$ cat src/rtl/player_id_enroll_pkg.sv
// rtl/player_id_enroll_pkg.sv - shared constants and state encoding for the player-ID RAM blocks
package player_id_enroll_pkg;

    localparam logic [15:0] TERM          = 16'hFFFF;
    localparam logic [15:0] GUEST_ID      = 16'h5973;
    localparam int          RD_LAT_DEF    = 3;
    localparam int          MAX_SLOTS_DEF = 8;
    localparam int          ADDR_W        = 5;
    localparam int          ID_W          = 16;

    // Encoding is shared with the ID checker so both can be decoded the same way on a probe bus.
    typedef enum logic [3:0] {
        ST_IDLE     = 4'd0,
        ST_D1       = 4'd1,
        ST_D2       = 4'd2,
        ST_D3       = 4'd3,
        ST_D4       = 4'd4,
        ST_CHK      = 4'd5,
        ST_FETCH    = 4'd6,
        ST_WAIT     = 4'd7,
        ST_CATCH    = 4'd8,
        ST_CMP      = 4'd9,
        ST_WR_TERM  = 4'd10,
        ST_WR_ID    = 4'd11,
        ST_DONE     = 4'd12
    } enroll_state_e;

endpackage

$ cat src/rtl/player_id_enroll_if.sv
// rtl/player_id_enroll_if.sv - player-ID RAM port bundle
interface player_id_enroll_if;
    import player_id_enroll_pkg::*;

    logic [ADDR_W-1:0] addr;
    logic [ID_W-1:0]   data_wr;
    logic              wren;
    logic [ID_W-1:0]   data_ram_ID;

    modport master (
        output addr,
        output data_wr,
        output wren,
        input  data_ram_ID
    );

    modport slave (
        input  addr,
        input  data_wr,
        input  wren,
        output data_ram_ID
    );

endinterface

$ cat src/rtl/player_id_enroll.sv
// rtl/player_id_enroll.sv - enrols 4-digit player IDs into the player-ID RAM
module player_id_enroll
    import player_id_enroll_pkg::*;
#(
    parameter int          RD_LAT    = RD_LAT_DEF,
    parameter int          MAX_SLOTS = MAX_SLOTS_DEF,
    parameter logic [15:0] TERM_VAL  = TERM
) (
    input  logic                   clk,
    input  logic                   rst,
    input  logic                   enroll_en,
    input  logic                   UserLoad,
    input  logic [3:0]             UserDigit,
    player_id_enroll_if.master     ram,
    output logic                   enrolled,
    output logic                   dup_err,
    output logic                   full_err,
    output logic                   bad_err,
    output logic [2:0]             new_PlayerID
);

    localparam int                CNT_W   = (RD_LAT > 1) ? $clog2(RD_LAT) : 1;
    localparam logic [ADDR_W-1:0] LAST    = ADDR_W'(MAX_SLOTS - 1);
    localparam logic [CNT_W-1:0]  CNT_TOP = CNT_W'(RD_LAT - 1);

    enroll_state_e     state_q, state_d;
    logic [ID_W-1:0]   id_q, id_d;
    logic [ID_W-1:0]   rd_q, rd_d;
    logic [CNT_W-1:0]  cnt_q, cnt_d;
    logic [ADDR_W-1:0] addr_q, addr_d;
    logic [2:0]        slot_q, slot_d;
    logic [ID_W-1:0]   data_wr_q, data_wr_d;
    logic              wren_q, wren_d;
    logic              enrolled_q, enrolled_d;
    logic              dup_q, dup_d;
    logic              full_q, full_d;
    logic              bad_q, bad_d;
    logic [2:0]        new_id_q, new_id_d;

    always_ff @(posedge clk or negedge rst) begin
        if (!rst) begin
            state_q    <= ST_IDLE;
            id_q       <= '0;
            rd_q       <= '0;
            cnt_q      <= '0;
            addr_q     <= '0;
            slot_q     <= '0;
            data_wr_q  <= '0;
            wren_q     <= 1'b0;
            enrolled_q <= 1'b0;
            dup_q      <= 1'b0;
            full_q     <= 1'b0;
            bad_q      <= 1'b0;
            new_id_q   <= '0;
        end else begin
            state_q    <= state_d;
            id_q       <= id_d;
            rd_q       <= rd_d;
            cnt_q      <= cnt_d;
            addr_q     <= addr_d;
            slot_q     <= slot_d;
            data_wr_q  <= data_wr_d;
            wren_q     <= wren_d;
            enrolled_q <= enrolled_d;
            dup_q      <= dup_d;
            full_q     <= full_d;
            bad_q      <= bad_d;
            new_id_q   <= new_id_d;
        end
    end

    always_comb begin
        state_d    = state_q;
        id_d       = id_q;
        rd_d       = rd_q;
        cnt_d      = cnt_q;
        addr_d     = addr_q;
        slot_d     = slot_q;
        data_wr_d  = data_wr_q;
        wren_d     = 1'b0;
        enrolled_d = enrolled_q;
        dup_d      = dup_q;
        full_d     = full_q;
        bad_d      = bad_q;
        new_id_d   = new_id_q;

        case (state_q)
            ST_IDLE: begin
                enrolled_d = 1'b0;
                dup_d      = 1'b0;
                full_d     = 1'b0;
                bad_d      = 1'b0;
                new_id_d   = '0;
                if (enroll_en) state_d = ST_D1;
            end
            ST_D1: if (UserLoad) begin id_d[15:12] = UserDigit; state_d = ST_D2; end
            ST_D2: if (UserLoad) begin id_d[11:8]  = UserDigit; state_d = ST_D3; end
            ST_D3: if (UserLoad) begin id_d[7:4]   = UserDigit; state_d = ST_D4; end
            ST_D4: if (UserLoad) begin id_d[3:0]   = UserDigit; state_d = ST_CHK; end
            ST_CHK: begin
                if (id_q == TERM_VAL) begin
                    bad_d   = 1'b1;
                    state_d = ST_DONE;
                end else begin
                    addr_d  = '0;
                    state_d = ST_FETCH;
                end
            end
            ST_FETCH: begin
                cnt_d   = CNT_TOP;
                state_d = ST_WAIT;
            end
            ST_WAIT: begin
                if (cnt_q == '0) state_d = ST_CATCH;
                else             cnt_d   = cnt_q - CNT_W'(1);
            end
            ST_CATCH: begin
                rd_d    = ram.data_ram_ID;
                state_d = ST_CMP;
            end
            ST_CMP: begin
                // Last-slot test precedes any increment, so addr never wraps past the table.
                if (rd_q == id_q) begin
                    dup_d   = 1'b1;
                    state_d = ST_DONE;
                end else if (rd_q == TERM_VAL) begin
                    if (addr_q == LAST) begin
                        full_d  = 1'b1;
                        state_d = ST_DONE;
                    end else begin
                        slot_d    = addr_q[2:0];
                        addr_d    = addr_q + ADDR_W'(1);
                        data_wr_d = TERM_VAL;
                        wren_d    = 1'b1;
                        state_d   = ST_WR_TERM;
                    end
                end else if (addr_q == LAST) begin
                    full_d  = 1'b1;
                    state_d = ST_DONE;
                end else begin
                    addr_d  = addr_q + ADDR_W'(1);
                    state_d = ST_FETCH;
                end
            end
            ST_WR_TERM: begin
                // New terminator lands before the ID overwrites the old one.
                addr_d    = {2'b00, slot_q};
                data_wr_d = id_q;
                wren_d    = 1'b1;
                state_d   = ST_WR_ID;
            end
            ST_WR_ID: begin
                enrolled_d = 1'b1;
                new_id_d   = slot_q;
                state_d    = ST_DONE;
            end
            ST_DONE: ;
            default: state_d = ST_IDLE;
        endcase

        if (!enroll_en && state_q != ST_WR_TERM && state_q != ST_WR_ID) begin
            state_d    = ST_IDLE;
            wren_d     = 1'b0;
            enrolled_d = 1'b0;
            dup_d      = 1'b0;
            full_d     = 1'b0;
            bad_d      = 1'b0;
            new_id_d   = '0;
        end
    end

    assign ram.addr     = addr_q;
    assign ram.data_wr  = data_wr_q;
    assign ram.wren     = wren_q;
    assign enrolled     = enrolled_q;
    assign dup_err      = dup_q;
    assign full_err     = full_q;
    assign bad_err      = bad_q;
    assign new_PlayerID = new_id_q;

endmodule

$ cat src/flat_wrapper.sv
// flat-port wrapper written by rule: the top's interface ports become plain ports
module player_id_enroll_flat import player_id_enroll_pkg::*;
#(
    parameter int          RD_LAT    = RD_LAT_DEF,
    parameter int          MAX_SLOTS = MAX_SLOTS_DEF,
    parameter logic [15:0] TERM_VAL  = TERM
)
  (clk, rst, enroll_en, UserLoad, UserDigit, enrolled, dup_err, full_err, bad_err, new_PlayerID, ram_addr, ram_data_wr, ram_wren, ram_data_ram_ID);
  player_id_enroll_if ram_i ();
  input  logic clk;
  input  logic rst;
  input  logic enroll_en;
  input  logic UserLoad;
  input  logic [3:0] UserDigit;
  output logic enrolled;
  output logic dup_err;
  output logic full_err;
  output logic bad_err;
  output logic [2:0] new_PlayerID;
  output wire logic [$bits(ram_i.addr)-1:0] ram_addr;
  output wire logic [$bits(ram_i.data_wr)-1:0] ram_data_wr;
  output wire logic [$bits(ram_i.wren)-1:0] ram_wren;
  input wire logic [$bits(ram_i.data_ram_ID)-1:0] ram_data_ram_ID;
  assign ram_addr = ram_i.addr;
  assign ram_data_wr = ram_i.data_wr;
  assign ram_wren = ram_i.wren;
  assign ram_i.data_ram_ID = ram_data_ram_ID;
  player_id_enroll #(.RD_LAT(RD_LAT), .MAX_SLOTS(MAX_SLOTS), .TERM_VAL(TERM_VAL)) u_core (.clk(clk), .rst(rst), .enroll_en(enroll_en), .UserLoad(UserLoad), .UserDigit(UserDigit), .ram(ram_i), .enrolled(enrolled), .dup_err(dup_err), .full_err(full_err), .bad_err(bad_err), .new_PlayerID(new_PlayerID));
endmodule
$ cat config.mk
export PLATFORM = sky130hd
export DESIGN_NAME = player_id_enroll_flat
export DESIGN_NICKNAME = d
export VERILOG_FILES = /design/src/rtl/player_id_enroll_pkg.sv /design/src/rtl/player_id_enroll_if.sv /design/src/rtl/player_id_enroll.sv /design/src/flat_wrapper.sv
export SDC_FILE = /design/constraint.sdc
export NUM_CORES = 1
export LEC_CHECK = 0
export ABC_CLOCK_PERIOD_IN_PS = 1850
export BUFFER_PORTS_ARGS = -buffer_cell sky130_fd_sc_hd__buf_2
export CAP_MARGIN = 20
export CORE_MARGIN = 4
export CORE_UTILIZATION = 45
export CTS_CLUSTER_SIZE = 20
export DETAILED_ROUTE_END_ITERATION = 7
export GPL_ROUTABILITY_DRIVEN = 0
export MAX_ROUTING_LAYER = met4
export PLACE_DENSITY_LB_ADDON = 0.15
export SYNTH_ARGS = -nofsm -noshare
export SYNTH_HDL_FRONTEND = slang
export SYNTH_SLANG_ARGS = --single-unit
$ cat constraint.sdc
create_clock -name clk -period 1.85 [get_ports clk]
set_input_delay 0.37 -clock clk [delete_from_list [all_inputs] [get_ports clk]]
set_output_delay 0.37 -clock clk [all_outputs]
set_load 0.02 [all_outputs]
Word-level counts from Yosys, hierarchy flattened:

Cells that the tools add are included.

* input bits: 24
* bits in registers: 70

* eq/ne operators: 34
* bitwise operators: 2
* muxes and demuxes: 42
* reductions and logical operators: 23
* add/subtract/negate cells: 2

Operators by type and width (count)
* $pmux 4 s13: 1
* $mux 16: 3
* $mux 4: 11
* $eq 16x16->1 const B: 2
* $pmux 16 s2: 1
* $eq 4x4->1 const B: 5
* $eq 16x16->1: 1
* $eq 4x3->1 const B: 4
* $mux 5: 3
* $ne 3x2->1 const B: 5
* $pmux 5 s3: 1
* $reduce_and 2->1: 7
* $mux 1: 12
* $ne 3x1->1 const B: 4
* $reduce_and 4->1: 3
* $reduce_bool 3->1: 4
* $pmux 1 s2: 5
* $eq 4x2->1 const B: 2
* $ne 2x2->1 const B: 4
* $ne 4x4->1 const B: 2
* $reduce_and 7->1: 1
* $mux 3: 2
* $pmux 3 s2: 1
* $add 5x1->5 const B: 1
* other kinds (14): 18

Longest topological paths before layout:

* depth after elaboration: 6
* depth in mapped cells: 8
* gate-level depth less buffers: 7

Worst setup path after synthesis:

OpenSTA, ideal clock, no wires.

* path kind: reg2reg
* start point: reg u_core.addr_q[0] (netlist: u_core.ram.addr[0])
* end point: reg u_core.slot_q[0]
* path buffers: 1
* data arrival time: 1.838 ns
* stages on the path, launching flop included: 7
* path slack: -0.113 ns
* clock period less this slack: 1.963 ns
* library setup time: 0.125 ns
* path through: dfrtp_1 > ha_1 > nand2_1 > or3_1 > nand4b_1 > buf_2 > mux2_2

* word-level cells in the longest chain between the ends: 3

Ends and longest elaborated chain
* start: declaration: RTL line player_id_enroll.sv:30 `logic [ADDR_W-1:0] addr_q, addr_d;`
* start signal: assignment: RTL line player_id_enroll.sv:60 `addr_q <= addr_d;`
* $eq 5x3->1: RTL line player_id_enroll.sv:127 `if (addr_q == LAST) begin`
* $not 1->1 (no source line)
* $reduce_and 4->1 (no source line)
* end signal: assignment: RTL line player_id_enroll.sv:61 `slot_q <= slot_d;`
* end: declaration: RTL line player_id_enroll.sv:31 `logic [2:0] slot_q, slot_d;`

Parallel ways exist; a longest one is shown, timed or not.
A chain may end at the register's enable or synchronous reset.

Final worst setup path:

* start point: reg u_core.id_q[11]
* end point: reg u_core.addr_q[1] (netlist: u_core.ram.addr[1])

* word-level cells in the longest chain between the ends: 3

Ends and longest elaborated chain
* start: declaration: RTL line player_id_enroll.sv:27 `logic [ID_W-1:0] id_q, id_d;`
* start signal: assignment: RTL line player_id_enroll.sv:57 `id_q <= id_d;`
* $eq 16x16->1, on equally long branches: RTL line player_id_enroll.sv:123, player_id_enroll.sv:101
* $ne 2x2->1 (no source line)
* $reduce_and 4->1 (no source line) *

Every way passes the cells marked *; elsewhere a longest branch is shown, timed or not.

==> flow_summary_export.csv <==
group,metric,value,unit
pwr,switching_power,1.32,mW
pwr,power_density,958,nW/um2
die,ios,53,
clocking,root_buffer,"clkbuf_8",
sta,fin_ws,-129,ps
synthesis,syn_nets,341,
sta,tns,-1170,ps
layout,nNetsFinal,460,
setup_path,setup.worst_path.end_class,"register",
sta,grt_setup_unrepaired,"true",
sta,worstMarginPinSlew,367,ps
pwr,p_int,3.16,mW
sta,hold_violations,0,
sta,drv_slew,0,
synthesis,seq_area_frac_synth,51.6,%
job,maxCapViolations,0,
global_route,grt_pass1_vias,2867,
pwr,ir_worst_vdd,0.621,mV
setup_path,cp.arrival,2210,ps
synthesis,synthTopCellsByArea,"dfrtp_1, mux2_2, nor2_1, xnor2_1, a21oi_1",
global_route,gr-total-overflow,0,
routing,drtIter0Drc,109,
synthesis,yosys.area.top_type_share,51.6,%
clocking,htreeDepth,3,
worst_hold_path,hp-class,"in -> async",
global_route,grt_start_max_net_pins,71,
layout,drive_gt1_share,47.4,%
synthesis,syn_avg_cell_area,10.8,um2
routing,drt_wl_total,8780,um
pwr,fin_total_pwr,4.48,mW
global_route,grt_antenna_before_repair,0,
routing,vias_per_cell,5.40,
pwr,p_sw_share,29.4,%
sta,fmax,505,MHz
routing,ant_nets,0,
pwr,pwr-share-seq,44.3,%
status,status,"finished with violations",
clocking,cts.sinks,70,
synthesis,synth_edf_count,0,
global_route,grt_pass1_wl,13900,um
layout,area_delta_synth_final,37.8,%
sta,period_share,107,%
die,core-area,7290,um2
layout,n_fill_cell,616,
pwr,p_leak,2.23,nW
synthesis,synth_ff_type,"dfrtp_1",
clocking,clk_latency,350,ps
routing,firstDrtPassIters,4,
setup_path,reg2reg_slack,-130,ps
synthesis,synthCells,315,
layout,diodes,0,
synthesis,synth_warnings,0,
clocking,postCtsHoldBufs,0,
die,start_util,46.6,%
pwr,clkPwrFrac,31.2,%
die,die_h,94.9,um
routing,drc,0,
synthesis,syn_area,3390,um2
sta,layout_min_cycle_time,1980,ps
status,failed_checks,"setup timing",
setup_path,cp_max_fo,4,
routing,routed-via-count,2903,
place,port_buffers,52,
synthesis,yosys.area.top_type,"dfrtp_1",
die,die_area,9000,um2
clocking,path_clk_slew,80,ps
die,fp.dieW,94.9,um
global_route,groute.usage.overall,20.7,%
setup_path,worstPathRequired,2090,ps
setup_path,critical_path_class,"reg -> reg",
clocking,cts_tree,"built",
global_route,top_usage_layer,"met2",
sta,fin_skew,7.26,ps
synthesis,async_flop_share,100,%
die,rows,31,
place,dp_hpwl,5950,um
routing,routedWlPerCell,16.3,um
global_route,use_met1,28.1,%
synthesis,ys_ff_latch,70,
clocking,cts_made_buffers,9,
global_route,use_met3,3.75,%
sta,relSlewSlack,75.2,%
clocking,cts_buffer_depth,2,
pwr,pwr-share-comb,24.5,%
global_route,gr-usage-met2,30.8,%
setup_path,startpoint_type,"register",
synthesis,yosysUniqueCellTypes,49,
sta,setup_violations,26,
-- registers in the layout (all words and copies together), names as in the netlist --
register	cells
u_core.ram.data_wr	16
u_core.full_err	1
u_core.ram.addr	5
u_core.ram.wren	1
u_core.new_PlayerID	3
u_core.enrolled	1
u_core.state_q	4
u_core.rd_q	16
u_core.slot_q	3
u_core.bad_err	1
u_core.dup_err	1
u_core.id_q	16
u_core.cnt_q	2
-- through the flow --
step	std cells	hold WS, ps	worst slack [ps]	instance area, um2	util (%)
after floorplan	315	74.4	0.201	3400	-
after global routing	538	52.0	-182	4680	64.1
after CTS	533	44.3	-45.3	4520	62.0
final	538	19.8	-129	4680	64.1
after detailed placement	505	422	-76.7	4130	56.7
after global placement	505	424	-52.2	4130	56.7
-- cells in the mapped netlist (7+ instances only) --
library cell	number
o21ai_0	10
nand3_1	7
xnor2_1	17
nand4_1	13
nor3_1	7
nor2_1	40
a21oi_1	19
dfrtp_1	70
buf_2	8
mux2_2	35
nand2_1	15
inv_1	11
-- area by class of cell --
class	count	area, um2	area share [%]
Timing Repair Buffer	122	856	18.3
Clock inverter	6	93.8	2.01
Tap cell	99	124	2.65
Multi-Input combinational cell	220	1680	35.9
Inverter	11	41.3	0.883
Sequential cell	70	1750	37.5
Clock buffer	10	128	2.73
-- power by group through the flow --
stage | logic [mW] | clock network (mW) | registers, mW
finish | 1.10 | 1.40 | 1.99
CTS | 1.03 | 1.43 | 1.97
global route | 1.19 | 1.50 | 2.01
floorplan | 0.465 | 0 | 2.01
global placement | 0.883 | 0 | 1.98
detailed placement | 0.893 | 0 | 2.00
-- worst max-delay path, cell delays in order (launching register included) --
cell and delay, ps:
dfrtp_1 420, nand4_1 160, or4_4 590, o211ai_4 240, o21a_4 150, mux2_4 290
-- path summary, 6_finish.rpt --
check / start / to / cells after the start
hold / removal: rst / u_core.new_PlayerID[0] / 2
max in group asynchronous: rst / u_core.rd_q[2] / 2
setup reg to reg: u_core.id_q[11] / u_core.ram.addr[1] / 5
min in group clk: ram_data_ram_ID[13] / u_core.rd_q[13] / 2
hold reg to reg: u_core.dup_err / u_core.dup_err / 2
setup / recovery: u_core.id_q[11] / u_core.ram.addr[1] / 5
-- logic make-up after synthesis --
logic type      Yosys count  synth area share [%]
compound gates           60                  12.1
xor+xnor                 17                  4.39
fa+ha+maj                 2                 0.737
buf+inv                  25                  3.28
flops                    70                  51.6
mux                      37                  12.3
simple gates            104                  15.5
-- repair_timing --
item | CTS | global route
cloned | 1 | 1
setup endpoints to repair | 24 | 42
resized for setup | 15 | 32
buffers inserted | 11 | 4
pin swaps | 9 | 7
hold endpoints to repair | 0 | 0
-- cells in the final DEF, fill, tap and decap left out, drive strengths merged, types with 3 or more instances in the layout --
master    n
a21oi    19
buf     122
clkbuf   10
dfrtp    70
inv      12
mux2     36
nand2    15
nand3     7
nand4    13
nor2     40
nor2b     4
nor3      9
nor4      5
o211ai    5
o21ai    11
o31ai     4
or3       3
or4       3
xnor2    17
-- routing by layer --
layer	wire length (um)	share of wire, %	vias up
met4	157	1.8	0
met1	4140	47	1437
met3	416	4.7	18
met2	4070	46	75
li1	-	-	1373
met5	0	0	-
Note: power is estimated with default switching activity, not from simulation.
